### src/rtl/pipe_ctrl_pkg.sv
// Shared definitions for the pipeline sequencer.
// Provides stage indices into the per-stage valid vector, the register address
// width, the default stall counter width and the source/destination compare helper.
package pipe_ctrl_pkg;

    localparam int unsigned NumStages   = 5;
    localparam int unsigned StageIf     = 0;
    localparam int unsigned StageId     = 1;
    localparam int unsigned StageEx     = 2;
    localparam int unsigned StageMem    = 3;
    localparam int unsigned StageWb     = 4;

    localparam int unsigned RegAddrBusW = 5;
    localparam int unsigned CntWDefault = 32;

    typedef logic [RegAddrBusW-1:0] reg_addr_t;

    // A source only matches a destination that belongs to a live instruction.
    function automatic logic src_match(reg_addr_t src, reg_addr_t dest, logic dest_valid);
        return (src == dest) & dest_valid;
    endfunction

endpackage

### src/rtl/pipe_ctrl_if.sv
// Bundle between the datapath stages and the pipeline sequencer.
// slave  : the sequencer side (takes stage status and ID operands, drives valids,
//          bus latch enables, fetch advance, hazard flag and stall count).
// master : the datapath side (the mirror image).
interface pipe_ctrl_if #(
    parameter int unsigned CNT_W = pipe_ctrl_pkg::CntWDefault
);
    import pipe_ctrl_pkg::*;

    // Stage status and operands from the datapath
    logic       ctl_if_over_i;
    logic       ctl_id_over_i;
    logic       ctl_ex_over_i;
    logic       ctl_mem_over_i;
    logic       ctl_wb_over_i;
    reg_addr_t  ctl_ex_dest_i;
    reg_addr_t  ctl_mem_dest_i;
    reg_addr_t  ctl_wb_dest_i;
    reg_addr_t  id_rs_i;
    reg_addr_t  id_rt_i;
    logic       id_rs_used_i;
    logic       id_rt_used_i;
    logic       flush_i;

    // Control back to the datapath
    logic             ctl_if_valid_o;
    logic             ctl_id_valid_o;
    logic             ctl_ex_valid_o;
    logic             ctl_mem_valid_o;
    logic             ctl_wb_valid_o;
    logic             ctl_id_latch_o;
    logic             ctl_ex_latch_o;
    logic             ctl_mem_latch_o;
    logic             ctl_wb_latch_o;
    logic             next_fetch_o;
    logic             hazard_o;
    logic [CNT_W-1:0] stall_cnt_o;

    modport slave (
        input  ctl_if_over_i, ctl_id_over_i, ctl_ex_over_i, ctl_mem_over_i, ctl_wb_over_i,
        input  ctl_ex_dest_i, ctl_mem_dest_i, ctl_wb_dest_i,
        input  id_rs_i, id_rt_i, id_rs_used_i, id_rt_used_i, flush_i,
        output ctl_if_valid_o, ctl_id_valid_o, ctl_ex_valid_o, ctl_mem_valid_o, ctl_wb_valid_o,
        output ctl_id_latch_o, ctl_ex_latch_o, ctl_mem_latch_o, ctl_wb_latch_o,
        output next_fetch_o, hazard_o, stall_cnt_o
    );

    modport master (
        output ctl_if_over_i, ctl_id_over_i, ctl_ex_over_i, ctl_mem_over_i, ctl_wb_over_i,
        output ctl_ex_dest_i, ctl_mem_dest_i, ctl_wb_dest_i,
        output id_rs_i, id_rt_i, id_rs_used_i, id_rt_used_i, flush_i,
        input  ctl_if_valid_o, ctl_id_valid_o, ctl_ex_valid_o, ctl_mem_valid_o, ctl_wb_valid_o,
        input  ctl_id_latch_o, ctl_ex_latch_o, ctl_mem_latch_o, ctl_wb_latch_o,
        input  next_fetch_o, hazard_o, stall_cnt_o
    );

endinterface

### src/rtl/pipe_ctrl_hazard_detect.sv
// Read-after-write hazard compare for the ID stage.
// Ports:
//   id_valid            ID holds a live instruction
//   id_rs / id_rt       ID source register addresses
//   id_rs_used/rt_used  ID instruction actually reads that source
//   ex/mem/wb_valid     valid register of each producing stage
//   ex/mem/wb_dest      destination address presented by each producing stage
//   hazard              ID must stall (purely combinational)
module hazard_detect
    import pipe_ctrl_pkg::*;
#(
    parameter bit HAZARD_WB = 1'b1
) (
    input  logic      id_valid,
    input  reg_addr_t id_rs,
    input  reg_addr_t id_rt,
    input  logic      id_rs_used,
    input  logic      id_rt_used,
    input  logic      ex_valid,
    input  logic      mem_valid,
    input  logic      wb_valid,
    input  reg_addr_t ex_dest,
    input  reg_addr_t mem_dest,
    input  reg_addr_t wb_dest,
    output logic      hazard
);

    logic wb_check;
    logic rs_hit;
    logic rt_hit;

    // WB only matters when the register file cannot forward a same-cycle write.
    assign wb_check = HAZARD_WB & wb_valid;

    // r0 is hardwired to zero, so it never carries a dependency.
    assign rs_hit = id_rs_used & (id_rs != '0) &
                    (src_match(id_rs, ex_dest, ex_valid) |
                     src_match(id_rs, mem_dest, mem_valid) |
                     src_match(id_rs, wb_dest, wb_check));

    assign rt_hit = id_rt_used & (id_rt != '0) &
                    (src_match(id_rt, ex_dest, ex_valid) |
                     src_match(id_rt, mem_dest, mem_valid) |
                     src_match(id_rt, wb_dest, wb_check));

    assign hazard = id_valid & (rs_hit | rt_hit);

endmodule

### src/rtl/pipe_ctrl.sv
// Central sequencer for the 5-stage core (IF, ID, EX, MEM, WB).
// Owns the stage valid registers, the allow-in chain and the bus latch enables,
// stalls ID on RAW hazards, kills IF/ID on a taken branch and counts stall cycles.
// Ports:
//   clk   core clock
//   rst   synchronous active-high reset
//   bus   pipe_ctrl_if.slave: stage over flags, producer destinations, ID sources,
//         flush in; stage valids, latch enables, next_fetch, hazard, stall count out
module pipe_ctrl
    import pipe_ctrl_pkg::*;
#(
    parameter bit          HAZARD_WB = 1'b1,
    parameter int unsigned CNT_W     = CntWDefault
) (
    input logic        clk,
    input logic        rst,
    pipe_ctrl_if.slave bus
);

    localparam logic [CNT_W-1:0] CntOne = CNT_W'(1);

    logic [NumStages-1:0] valid_q;
    logic [NumStages-1:0] valid_d;
    logic                 start_q;
    logic                 start_pulse;
    logic [CNT_W-1:0]     stall_cnt_q;

    logic hazard;
    logic hazard_out;
    logic wb_allowin, mem_allowin, ex_allowin, id_allowin, if_allowin;
    logic if_to_id, id_to_ex, ex_to_mem, mem_to_wb;

    hazard_detect #(
        .HAZARD_WB (HAZARD_WB)
    ) u_hazard_detect (
        .id_valid   (valid_q[StageId]),
        .id_rs      (bus.id_rs_i),
        .id_rt      (bus.id_rt_i),
        .id_rs_used (bus.id_rs_used_i),
        .id_rt_used (bus.id_rt_used_i),
        .ex_valid   (valid_q[StageEx]),
        .mem_valid  (valid_q[StageMem]),
        .wb_valid   (valid_q[StageWb]),
        .ex_dest    (bus.ctl_ex_dest_i),
        .mem_dest   (bus.ctl_mem_dest_i),
        .wb_dest    (bus.ctl_wb_dest_i),
        .hazard     (hazard)
    );

    // Allow-in ripples back from WB so a stage can accept in the same cycle its
    // occupant leaves.
    assign wb_allowin  = !valid_q[StageWb]  | bus.ctl_wb_over_i;
    assign mem_allowin = !valid_q[StageMem] | (bus.ctl_mem_over_i & wb_allowin);
    assign ex_allowin  = !valid_q[StageEx]  | (bus.ctl_ex_over_i & mem_allowin);
    assign id_allowin  = !valid_q[StageId]  | (bus.ctl_id_over_i & !hazard & ex_allowin);
    assign if_allowin  = !valid_q[StageIf]  | (bus.ctl_if_over_i & id_allowin);

    assign mem_to_wb = valid_q[StageMem] & bus.ctl_mem_over_i & wb_allowin;
    assign ex_to_mem = valid_q[StageEx] & bus.ctl_ex_over_i & mem_allowin;
    assign id_to_ex  = valid_q[StageId] & bus.ctl_id_over_i & !hazard & ex_allowin &
                       !bus.flush_i;
    assign if_to_id  = valid_q[StageIf] & bus.ctl_if_over_i & id_allowin & !bus.flush_i;

    // Gated by rst so nothing asks for a fetch while reset is held.
    assign start_pulse = !start_q & !rst;
    assign hazard_out  = hazard & !bus.flush_i;

    always_comb begin
        valid_d = valid_q;
        if (wb_allowin)  valid_d[StageWb]  = mem_to_wb;
        if (mem_allowin) valid_d[StageMem] = ex_to_mem;
        if (ex_allowin)  valid_d[StageEx]  = id_to_ex;
        // The branch in EX kills both younger wrong-path instructions.
        if (bus.flush_i) begin
            valid_d[StageId] = 1'b0;
        end else if (id_allowin) begin
            valid_d[StageId] = if_to_id;
        end
        // A flush also starts the redirected fetch, valid next cycle.
        if (!start_q || bus.flush_i || if_allowin) begin
            valid_d[StageIf] = 1'b1;
        end
    end

    always_ff @(posedge clk) begin
        if (rst) begin
            valid_q     <= '0;
            start_q     <= 1'b0;
            stall_cnt_q <= '0;
        end else begin
            valid_q <= valid_d;
            start_q <= 1'b1;
            if (hazard_out) begin
                stall_cnt_q <= stall_cnt_q + CntOne;
            end
        end
    end

    assign bus.ctl_if_valid_o  = valid_q[StageIf];
    assign bus.ctl_id_valid_o  = valid_q[StageId];
    assign bus.ctl_ex_valid_o  = valid_q[StageEx];
    assign bus.ctl_mem_valid_o = valid_q[StageMem];
    assign bus.ctl_wb_valid_o  = valid_q[StageWb];
    assign bus.ctl_id_latch_o  = if_to_id;
    assign bus.ctl_ex_latch_o  = id_to_ex;
    assign bus.ctl_mem_latch_o = ex_to_mem;
    assign bus.ctl_wb_latch_o  = mem_to_wb;
    assign bus.next_fetch_o    = if_to_id | bus.flush_i | start_pulse;
    assign bus.hazard_o        = hazard_out;
    assign bus.stall_cnt_o     = stall_cnt_q;

endmodule

### src/flat_wrapper.sv
// flat-port wrapper written by rule: the top's interface ports become plain ports
module pipe_ctrl_flat import pipe_ctrl_pkg::*;
#(
    parameter bit          HAZARD_WB = 1'b1,
    parameter int unsigned CNT_W     = CntWDefault
)
  (clk, rst, bus_ctl_if_over_i, bus_ctl_id_over_i, bus_ctl_ex_over_i, bus_ctl_mem_over_i, bus_ctl_wb_over_i, bus_ctl_ex_dest_i, bus_ctl_mem_dest_i, bus_ctl_wb_dest_i, bus_id_rs_i, bus_id_rt_i, bus_id_rs_used_i, bus_id_rt_used_i, bus_flush_i, bus_ctl_if_valid_o, bus_ctl_id_valid_o, bus_ctl_ex_valid_o, bus_ctl_mem_valid_o, bus_ctl_wb_valid_o, bus_ctl_id_latch_o, bus_ctl_ex_latch_o, bus_ctl_mem_latch_o, bus_ctl_wb_latch_o, bus_next_fetch_o, bus_hazard_o, bus_stall_cnt_o);
  pipe_ctrl_if #(.CNT_W(CNT_W)) bus_i ();
  input logic clk;
  input logic rst;
  input wire logic [$bits(bus_i.ctl_if_over_i)-1:0] bus_ctl_if_over_i;
  input wire logic [$bits(bus_i.ctl_id_over_i)-1:0] bus_ctl_id_over_i;
  input wire logic [$bits(bus_i.ctl_ex_over_i)-1:0] bus_ctl_ex_over_i;
  input wire logic [$bits(bus_i.ctl_mem_over_i)-1:0] bus_ctl_mem_over_i;
  input wire logic [$bits(bus_i.ctl_wb_over_i)-1:0] bus_ctl_wb_over_i;
  input wire logic [$bits(bus_i.ctl_ex_dest_i)-1:0] bus_ctl_ex_dest_i;
  input wire logic [$bits(bus_i.ctl_mem_dest_i)-1:0] bus_ctl_mem_dest_i;
  input wire logic [$bits(bus_i.ctl_wb_dest_i)-1:0] bus_ctl_wb_dest_i;
  input wire logic [$bits(bus_i.id_rs_i)-1:0] bus_id_rs_i;
  input wire logic [$bits(bus_i.id_rt_i)-1:0] bus_id_rt_i;
  input wire logic [$bits(bus_i.id_rs_used_i)-1:0] bus_id_rs_used_i;
  input wire logic [$bits(bus_i.id_rt_used_i)-1:0] bus_id_rt_used_i;
  input wire logic [$bits(bus_i.flush_i)-1:0] bus_flush_i;
  output wire logic [$bits(bus_i.ctl_if_valid_o)-1:0] bus_ctl_if_valid_o;
  output wire logic [$bits(bus_i.ctl_id_valid_o)-1:0] bus_ctl_id_valid_o;
  output wire logic [$bits(bus_i.ctl_ex_valid_o)-1:0] bus_ctl_ex_valid_o;
  output wire logic [$bits(bus_i.ctl_mem_valid_o)-1:0] bus_ctl_mem_valid_o;
  output wire logic [$bits(bus_i.ctl_wb_valid_o)-1:0] bus_ctl_wb_valid_o;
  output wire logic [$bits(bus_i.ctl_id_latch_o)-1:0] bus_ctl_id_latch_o;
  output wire logic [$bits(bus_i.ctl_ex_latch_o)-1:0] bus_ctl_ex_latch_o;
  output wire logic [$bits(bus_i.ctl_mem_latch_o)-1:0] bus_ctl_mem_latch_o;
  output wire logic [$bits(bus_i.ctl_wb_latch_o)-1:0] bus_ctl_wb_latch_o;
  output wire logic [$bits(bus_i.next_fetch_o)-1:0] bus_next_fetch_o;
  output wire logic [$bits(bus_i.hazard_o)-1:0] bus_hazard_o;
  output wire logic [$bits(bus_i.stall_cnt_o)-1:0] bus_stall_cnt_o;
  assign bus_i.ctl_if_over_i = bus_ctl_if_over_i;
  assign bus_i.ctl_id_over_i = bus_ctl_id_over_i;
  assign bus_i.ctl_ex_over_i = bus_ctl_ex_over_i;
  assign bus_i.ctl_mem_over_i = bus_ctl_mem_over_i;
  assign bus_i.ctl_wb_over_i = bus_ctl_wb_over_i;
  assign bus_i.ctl_ex_dest_i = bus_ctl_ex_dest_i;
  assign bus_i.ctl_mem_dest_i = bus_ctl_mem_dest_i;
  assign bus_i.ctl_wb_dest_i = bus_ctl_wb_dest_i;
  assign bus_i.id_rs_i = bus_id_rs_i;
  assign bus_i.id_rt_i = bus_id_rt_i;
  assign bus_i.id_rs_used_i = bus_id_rs_used_i;
  assign bus_i.id_rt_used_i = bus_id_rt_used_i;
  assign bus_i.flush_i = bus_flush_i;
  assign bus_ctl_if_valid_o = bus_i.ctl_if_valid_o;
  assign bus_ctl_id_valid_o = bus_i.ctl_id_valid_o;
  assign bus_ctl_ex_valid_o = bus_i.ctl_ex_valid_o;
  assign bus_ctl_mem_valid_o = bus_i.ctl_mem_valid_o;
  assign bus_ctl_wb_valid_o = bus_i.ctl_wb_valid_o;
  assign bus_ctl_id_latch_o = bus_i.ctl_id_latch_o;
  assign bus_ctl_ex_latch_o = bus_i.ctl_ex_latch_o;
  assign bus_ctl_mem_latch_o = bus_i.ctl_mem_latch_o;
  assign bus_ctl_wb_latch_o = bus_i.ctl_wb_latch_o;
  assign bus_next_fetch_o = bus_i.next_fetch_o;
  assign bus_hazard_o = bus_i.hazard_o;
  assign bus_stall_cnt_o = bus_i.stall_cnt_o;
  pipe_ctrl #(.HAZARD_WB(HAZARD_WB), .CNT_W(CNT_W)) u_core (.clk(clk), .rst(rst), .bus(bus_i));
endmodule
### config.mk
export PLATFORM = sky130hd
export DESIGN_NAME = pipe_ctrl_flat
export DESIGN_NICKNAME = d
export VERILOG_FILES = /design/src/rtl/pipe_ctrl_pkg.sv /design/src/rtl/pipe_ctrl_if.sv /design/src/rtl/pipe_ctrl_hazard_detect.sv /design/src/rtl/pipe_ctrl.sv /design/src/flat_wrapper.sv
export SDC_FILE = /design/constraint.sdc
export NUM_CORES = 1
export LEC_CHECK = 0
export ABC_AREA = 1
export BUFFER_PORTS_ARGS = -buffer_cell sky130_fd_sc_hd__buf_2
export CORE_UTILIZATION = 58
export CTS_CLUSTER_DIAMETER = 120
export DETAILED_ROUTE_END_ITERATION = 10
export PLACE_DENSITY = 0.86
export SYNTH_ARGS = -nofsm -noshare
export SYNTH_HDL_FRONTEND = slang
export SYNTH_SLANG_ARGS = --single-unit
### constraint.sdc
create_clock -name clk -period 2.3 [get_ports clk]
set_input_delay 0.23 -clock clk [delete_from_list [all_inputs] [get_ports clk]]
set_output_delay 0.23 -clock clk [all_outputs]
set_load 0.05 [all_outputs]
# Yosys cells after proc, flatten, opt, wreduce, memory -nomap -nowiden
# Index checks and enable logic that the tools add are counted.
# totals
output_inout_bits,43
regBits,38
wordCells,70
inputBits,35
# op_classes
mux,1
n_eq_ne,6
reduce_logical,14
add_sub_neg,1
bitwise_logic,41
# ops
op,count
"32-bit by 1-bit adder with 32-bit output, second input constant",1
5-bit == test,6
1-bit AND,29
1-bit OR,12
5-bit nonzero test,2
1-bit logical NOT,9
1-bit logical OR,2
2-bit OR reduction,1
1-bit two-way mux,1

# Depth between registers and ports, before layout
# Gate-level depths: netlist of run 1.
# logic_depth
depth_word,15
depth_mapped,12
depth_no_buf,12

# Hierarchy
# From an unflattened synthesis of run 1, not the netlist that was laid out.
# unflattened
hier_cells,435
hier_area_um2,2600.0
# by_module_without_submodules
module,n_inst,cells_each,area_per_inst_um2
pipe_ctrl,1,291,2023.2
hazard_detect,1,144,576.8

# Worst setup path before layout of run 1
# OpenSTA, ideal clock, no wires.
# synth_path
path_type,register to output
startpoint,register u_core.valid_q[2]
endpoint,output bus_ctl_id_latch_o
path_stages_with_launch,11
arrival_time_ps,1962
required_time_ps,2070
slack_ps,108
path_cell_list,dfxtp_1 > nand2_1 > nor2_1 > nand3_1 > nand3_2 > nand2_2 > nand2_2 > buf_12 > o21ai_1 > nand2_1 > nor2_1
# synth_via
elab_chain_cells,12
word_cells_on_any_way,18
classes_between,16 x bitwise; 2 x reduce/logical
# synth_rtl
item,line_no,rtl
"start, declared",pipe_ctrl.sv:22,logic [NumStages-1:0] valid_q;
"start signal, assigned",pipe_ctrl.sv:91,valid_q <= valid_d;
1-bit AND,pipe_ctrl_pkg.sv:20,return (src == dest) & dest_valid;
"1-bit OR, on equally long branches","pipe_ctrl_hazard_detect.sv:37, pipe_ctrl_hazard_detect.sv:42",
"1-bit OR, on equally long branches","pipe_ctrl_hazard_detect.sv:38, pipe_ctrl_hazard_detect.sv:43",
"1-bit AND, on equally long branches","pipe_ctrl_hazard_detect.sv:36, pipe_ctrl_hazard_detect.sv:41",
1-bit OR,pipe_ctrl_hazard_detect.sv:46,assign hazard = id_valid & (rs_hit | rt_hit);
1-bit AND,pipe_ctrl_hazard_detect.sv:46,
1-bit logical NOT,pipe_ctrl.sv:55,assign id_allowin = !valid_q[StageId] | (bus.ctl_id_over_i & !hazard & ex_allowin);
1-bit AND,pipe_ctrl.sv:55,
1-bit AND *,pipe_ctrl.sv:55,
1-bit OR *,pipe_ctrl.sv:55,
1-bit AND * (2 in a row),pipe_ctrl.sv:62,assign if_to_id = valid_q[StageIf] & bus.ctl_if_over_i & id_allowin & !bus.flush_i;
"end, declared",flat_wrapper.sv:29,output wire logic [$bits(bus_i.ctl_id_latch_o)-1:0] bus_ctl_id_latch_o;
# Mark *: on every way between the ends. The rest lies on a longest branch, timed or not.

# Worst setup path after layout of run 1
# layout_path
startpoint,register u_core.valid_q[3]
endpoint,output bus_hazard_o
# layout_via
elab_chain_cells,7
word_cells_on_any_way,11
classes_between,11 x bitwise
# layout_rtl
item,line_no,rtl
1-bit AND,pipe_ctrl_pkg.sv:20,
"1-bit OR, on equally long branches","pipe_ctrl_hazard_detect.sv:37, pipe_ctrl_hazard_detect.sv:42",
"1-bit OR, on equally long branches","pipe_ctrl_hazard_detect.sv:38, pipe_ctrl_hazard_detect.sv:43",
"1-bit AND, on equally long branches","pipe_ctrl_hazard_detect.sv:36, pipe_ctrl_hazard_detect.sv:41",
1-bit OR *,pipe_ctrl_hazard_detect.sv:46,
1-bit AND *,pipe_ctrl_hazard_detect.sv:46,
1-bit AND *,pipe_ctrl.sv:66,assign hazard_out = hazard & !bus.flush_i;
"end, declared",flat_wrapper.sv:34,output wire logic [$bits(bus_i.hazard_o)-1:0] bus_hazard_o;
# Marked as above.

==> metrics.txt, run 1 <==
worst-path fanout max 7; crit path kind reg -> out; CTS tree done; Arr. time, crit path about 1.8 ns; vias post-DR approximately 3300; vias in the first global route roughly 2800; synthesis-stage register bit count 38; Iter 0 DRT Violations 313; min Tclk post-route between 2 and 2.5 ns; first-pass GRT wire length about 13 mm; Hold-fix buffers, CTS 0; Worst Setup Start Kind register; register area roughly 760 sq um; capture point of the worst reg-to-reg path u_core.bus.stall_cnt_o[16]$_SDFFE_PP0P_; remaining global-route overflow 0; max_slew headroom about two thirds; number of flops mapped to enable cells by yosys 0; Multi-input gate area around 0.002 sq mm; R2R setup slack 0.47 ns; most numerous cell in the Yosys netlist nand2_1; Req. time, crit path approximately 2.1 ns; post-route clock skew 0.01211 ns; Syn Area/Cell between 6 and 7 sq um; height of the die around 74 um; Mapped Cells 477; M3 GR Usage 7.317%; DP Area 0.003432 sq mm; final worst slack between 0.2 and 0.25 ns; Seq/Total Area, Yosys 25.10%; io pins around 80; r2r startpoint u_core.bus.stall_cnt_o[1]$_SDFFE_PP0P_; period utilisation layout about nine tenths; met1 GRT Util ~45%; worst min path class in -> reg; Pwr Density 401.3 mW/mm^2; Worst Max-Slew Pin Slew between 0.4 and 0.5 ns; TritonCTS buffer count 5; share of layout cells above drive strength 1 30.14%; Hold Violations, Final 0; Worst Hold Endpoint u_core.valid_q[1]$_SDFFE_PP0P_; Max Fclk between 400 and 500 MHz; ys flop type dfxtp_1; worst hold stages 3; Finish-stage setup viols 0; DRC Markers 0; total track usage between 30% and 40%; Antenna Cells 0; Max Cap Viol 0; setup bufs post-CTS 0; share of the synthesized area in the top cell type about a quarter; die width between 70 and 80 um; Final Max Slew Viols 0; placement row count 25; Root Driver clkbuf_8; drt total wl 8.642 mm; Hold Crit Start bus_ctl_if_over_i; clk slew on worst S/H paths 0.07 ns; htree depth 2; top cells by area, synth dfxtp_1 25%, nand2_1 21%, nand3_2 6.6%, nor2_1 6.4%, a21oi_2 5.8%; Async SR Flop Fraction 0%; Starting Density between 60% and 70%; die area roughly 0.0055 sq mm; wire per inst roughly 14 um; deepest clock path buffer count 2; Core Area around 0.0049 sq mm; initial antenna violation count 0; Synth Cell Area around 0.003 sq mm; CTS Sinks 38; LEAKAGE approximately 1.6 nW; Placer Congestion between 0.9 and 1; largest net degree at the start of global routing 36; DR pass1 iterations 5; clk_lat worst skew 0.30 ns; final-layout fill cell count between 400 and 500; nets@finish slightly below 600; Max VDD drop between 200 and 300 uV; grt met2 use between 40 and 50%; ANT nets after route 0; syn nets just over 500; Setup crit end kind output port; Port Buf Inserts between 70 and 80; Cell variety after synth 27; RSZ-0062 raised after global routing false; Finished Cell Area approximately 0.0035 sq mm; number of vias per cell approximately 5.3; pre-CTS setup slack approximately 0.45 ns; Yosys warnings 0; top cells by count, synth 171 x nand2_1, 52 x nor2_1, 38 x dfxtp_1, 36 x inv_1; post-cts sizing count 0; Post-DP HPWL about 6.6 mm; P&R area growth vs syn 16.97%; setup TNS 0 ns; GR peak layer met2; Yosys top cell by area dfxtp_1; R2R depth 8; status completed
## worst max path at each step
stage / from / endpoint / slack, ns / depth (start not counted)
after floorplan: u_core.valid_q[2]$_SDFFE_PP0P_ / bus_ctl_id_latch_o / 0.11 / 10
after global placement: bus_id_rt_i[3] / bus_ctl_id_latch_o / 0.43 / 11
after detailed placement: bus_id_rs_i[3] / bus_ctl_id_latch_o / 0.45 / 11
after CTS: u_core.valid_q[4]$_SDFFE_PP0N_ / bus_ctl_id_latch_o / 0.26 / 10
after global routing: u_core.valid_q[4]$_SDFFE_PP0N_ / bus_ctl_id_latch_o / 0.06 / 10
final: u_core.valid_q[3]$_SDFFE_PP0P_ / bus_hazard_o / 0.24 / 9
## registers in the layout, indices dropped and copies added (netlist names)
name / flops
u_core.valid_q: 5
u_core.bus.stall_cnt_o: 32
u_core.start_q: 1
## critical path, cell delays in order (launching register included)
cell and delay [ns]:
dfxtp_1 0.42, nand2_1 0.08, nor2_1 0.20, nand3_1 0.14, nand3_2 0.08, nand2_2 0.05
nand2_2 0.11, nand2_2 0.07, inv_2 0.12, buf_2 0.28
## cell usage in the layout, fill, tap and decap left out
master	count
nand3_2	20
inv_2	17
nor2_2	7
o21ai_1	5
a21oi_2	20
clkbuf_8	6
buf_4	5
nand4_1	8
o21ai_0	4
buf_2	77
inv_1	36
nor2_1	52
xnor2_2	2
xnor2_1	8
bufinv_16	1
xor2_1	19
nand3_1	16
nand3b_1	1
a21oi_1	18
dfxtp_1	38
nand2_2	6
nor3_2	5
ha_1	1
nand3_4	1
nor3_1	10
nand2_1	171
## cell type report
cell class	count	area share, %
clock buffers	6	2.330
clock inverters	1	0.8472
inverters	53	5.612
multi-input cells	374	55.45
flip-flops and latches	38	21.46
well taps	67	2.365
repair buffers	82	11.93
## metal layers
metal | vias up | part of all wire (%)
met5 | - | 0
met4 | 0 | 1.0
met3 | 9 | 9.2
met2 | 171 | 43
met1 | 1451 | 47
li1 | 1654 | -
## where the power goes
group          internal, mW  leakage (nW)  total (mW)  switching, mW
Sequential            0.660         0.307       0.662        0.00162
Combinational        0.0549          1.28       0.170          0.115
Clock                 0.347        0.0573       0.591          0.244
## cell families (layout without fill, tap and decap cells)
logic type               Yosys count  after routing  share of synthesized area [%]
AND/OR/NAND/NOR                  297            297                          45.34
buffers and inverters             65            142                          10.03
AO/OA/AOI/OAI                     47             47                          10.24
flip-flops                        38             38                          25.10
XOR/XNOR                          29             29                          8.877
adder cells (fa/ha/maj)            1              1                         0.4128
## through the flow
step / total power [mW] / utilization (%) / hold slack, ns / std cells
floorplan: 0.7745 / - / 0.3902 / 477
global placement: 0.8446 / 70.33 / 0.4685 / 614
detailed placement: 0.8442 / 70.33 / 0.4768 / 614
CTS: 1.424 / 72.64 / 0.1993 / 621
global route: 1.468 / 72.64 / 0.2140 / 621
finish: 1.422 / 72.64 / 0.2006 / 621
(Power assumes the default switching activity.)
==> run 2: changes to the inputs <==
RECOVER_POWER = 50   (was unset)
==> run 2 against run 1 <==
- global-route usage is the same
- die area unchanged
- non-clock buffer count stayed put
==> metrics.txt, run 2 (synthesis results as in run 1) <==
status completed; vias post-DR around 3300; Worst Setup Start Kind register; Max VDD drop about 260 uV; largest net degree at the start of global routing 36; commonest non-fill, non-tap cells in the layout 171 x nand2_1, 52 x nor2_1, 41 x buf_2; crit path kind reg -> out; Fin Hold WS slightly above 0.2 ns; capture point of the worst reg-to-reg path u_core.bus.stall_cnt_o[16]$_SDFFE_PP0P_; setup TNS 0 ns; ANT nets after route 0; LEAKAGE between 1 and 1.5 nW; Arr. time, crit path around 1.8 ns; Worst Hold Endpoint u_core.valid_q[1]$_SDFFE_PP0P_; drt total wl 8.616 mm; remaining global-route overflow 0; Setup crit end kind output port; DRC Markers 0; Hold Crit Start bus_ctl_if_over_i; worst-path fanout max 7; final-layout fill cell count ~450; die width 74.29 um; vias in the first global route about 2800; clk_lat worst skew around 0.30 ns; placement row count 25; Post-DP HPWL 6.638 mm; Starting Density 62.10%; max_slew headroom 37.38%; post-cts sizing count 0; clk slew on worst S/H paths 0.07 ns; Max Fclk 485.6 MHz; Core Area 0.004880 sq mm; grt met2 use around 49%; Finish-stage setup viols 0; Max Cap Viol 0; worst hold stages 3; DR pass1 iterations 5; period utilisation layout 89.54%; met1 GRT Util a little under half; Root Driver clkbuf_8; Worst Max-Slew Pin Slew 0.9393 ns; TritonCTS buffer count 5; wire per inst 13.87 um; initial antenna violation count 0; Pwr Density 407.2 mW/mm^2; max FFs per register 32; commonest non-fill, non-tap cell in the layout nand2_1; setup bufs post-CTS 0; share of layout cells above drive strength 1 a little under a quarter; height of the die approximately 74 um; CTS tree done; nets@finish 590; htree depth 2; Final Power around 1.4 mW; die area around 0.0055 sq mm; Placer Congestion between 0.9 and 1; Hold Violations, Final 0; io pins 78; M3 GR Usage 7.317%; first-pass GRT wire length about 13 mm; CTS Sinks 38; RSZ-0062 raised after global routing false; R2R depth 8; Antenna Cells 0; GR peak layer met2; Final Max Slew Viols 0; total track usage 32.02%; deepest clock path buffer count 2; worst min path class in -> reg; post-route clock skew 0.01599 ns; R2R setup slack around 0.47 ns; P&R area growth vs syn 15.40%; Req. time, crit path slightly above 2 ns; Hold-fix buffers, CTS 0; number of vias per cell around 5.3; Port Buf Inserts just under 80; r2r startpoint u_core.bus.stall_cnt_o[1]$_SDFFE_PP0P_; Multi-input gate area about 0.0020 sq mm; min Tclk post-route 2.059 ns; register area 760.7 sq um; Iter 0 DRT Violations between 300 and 400
==> run 2: worst max path at each step <==
stage                                   startpoint                 end  slack, ns  cells after the start
detailed placement                  bus_id_rs_i[3]  bus_ctl_id_latch_o       0.45                     11
CTS                 u_core.valid_q[4]$_SDFFE_PP0N_  bus_ctl_id_latch_o       0.26                     10
global placement                    bus_id_rt_i[3]  bus_ctl_id_latch_o       0.43                     11
finish              u_core.valid_q[3]$_SDFFE_PP0P_        bus_hazard_o       0.24                      9
floorplan           u_core.valid_q[2]$_SDFFE_PP0P_  bus_ctl_id_latch_o       0.11                     10
global route        u_core.valid_q[4]$_SDFFE_PP0N_  bus_ctl_id_latch_o       0.06                     10
==> run 2: worst max-delay path: stages, from the launching register on <==
cell	delay [ns]
dfxtp_1	0.42
nand2_1	0.08
nor2_1	0.20
nand3_1	0.13
nand3_2	0.08
nand2_2	0.05
nand2_2	0.10
nand2_2	0.07
inv_2	0.12
buf_2	0.29
==> run 2: layout make-up <==
class,count,area share (%)
sequential,38,21.75
multi-input combinational,374,56.21
inverter,53,5.689
tap,67,2.397
clock inverter,1,0.8587
clock buffer,6,2.361
timing repair buffer,82,10.73
==> run 2: report_power, final <==
| part | switching, mW | leakage [nW] | internal [mW] | total, mW |
|---|---|---|---|---|
| Combinational | 0.115 | 1.12 | 0.0540 | 0.169 |
| Sequential | 0.00171 | 0.307 | 0.660 | 0.662 |
| Clock | 0.246 | 0.0573 | 0.347 | 0.593 |
| Total | 0.363 | 1.48 | 1.06 | 1.42 |
==> run 2: metal layers <==
| metal | wire length (um) | up-vias | share of wire [%] |
|---|---|---|---|
| li1 | - | 1657 | - |
| met1 | 4092 | 1449 | 47 |
| met2 | 3667 | 154 | 43 |
| met3 | 734 | 13 | 8.5 |
| met4 | 122 | 0 | 1.4 |
| met5 | 0 | - | 0 |
==> run 2: per-stage QoR <==
stage / area [sq um] / std cells / setup WS [ns] / util [%]
after floorplan: 3030 / 477 / 0.1076 / -
final: 3497 / 621 / 0.2406 / 71.67
after detailed placement: 3432 / 614 / 0.4497 / 70.33
after global placement: 3432 / 614 / 0.4273 / 70.33
after global routing: 3497 / 621 / 0.06173 / 71.67
after CTS: 3545 / 621 / 0.2602 / 72.64
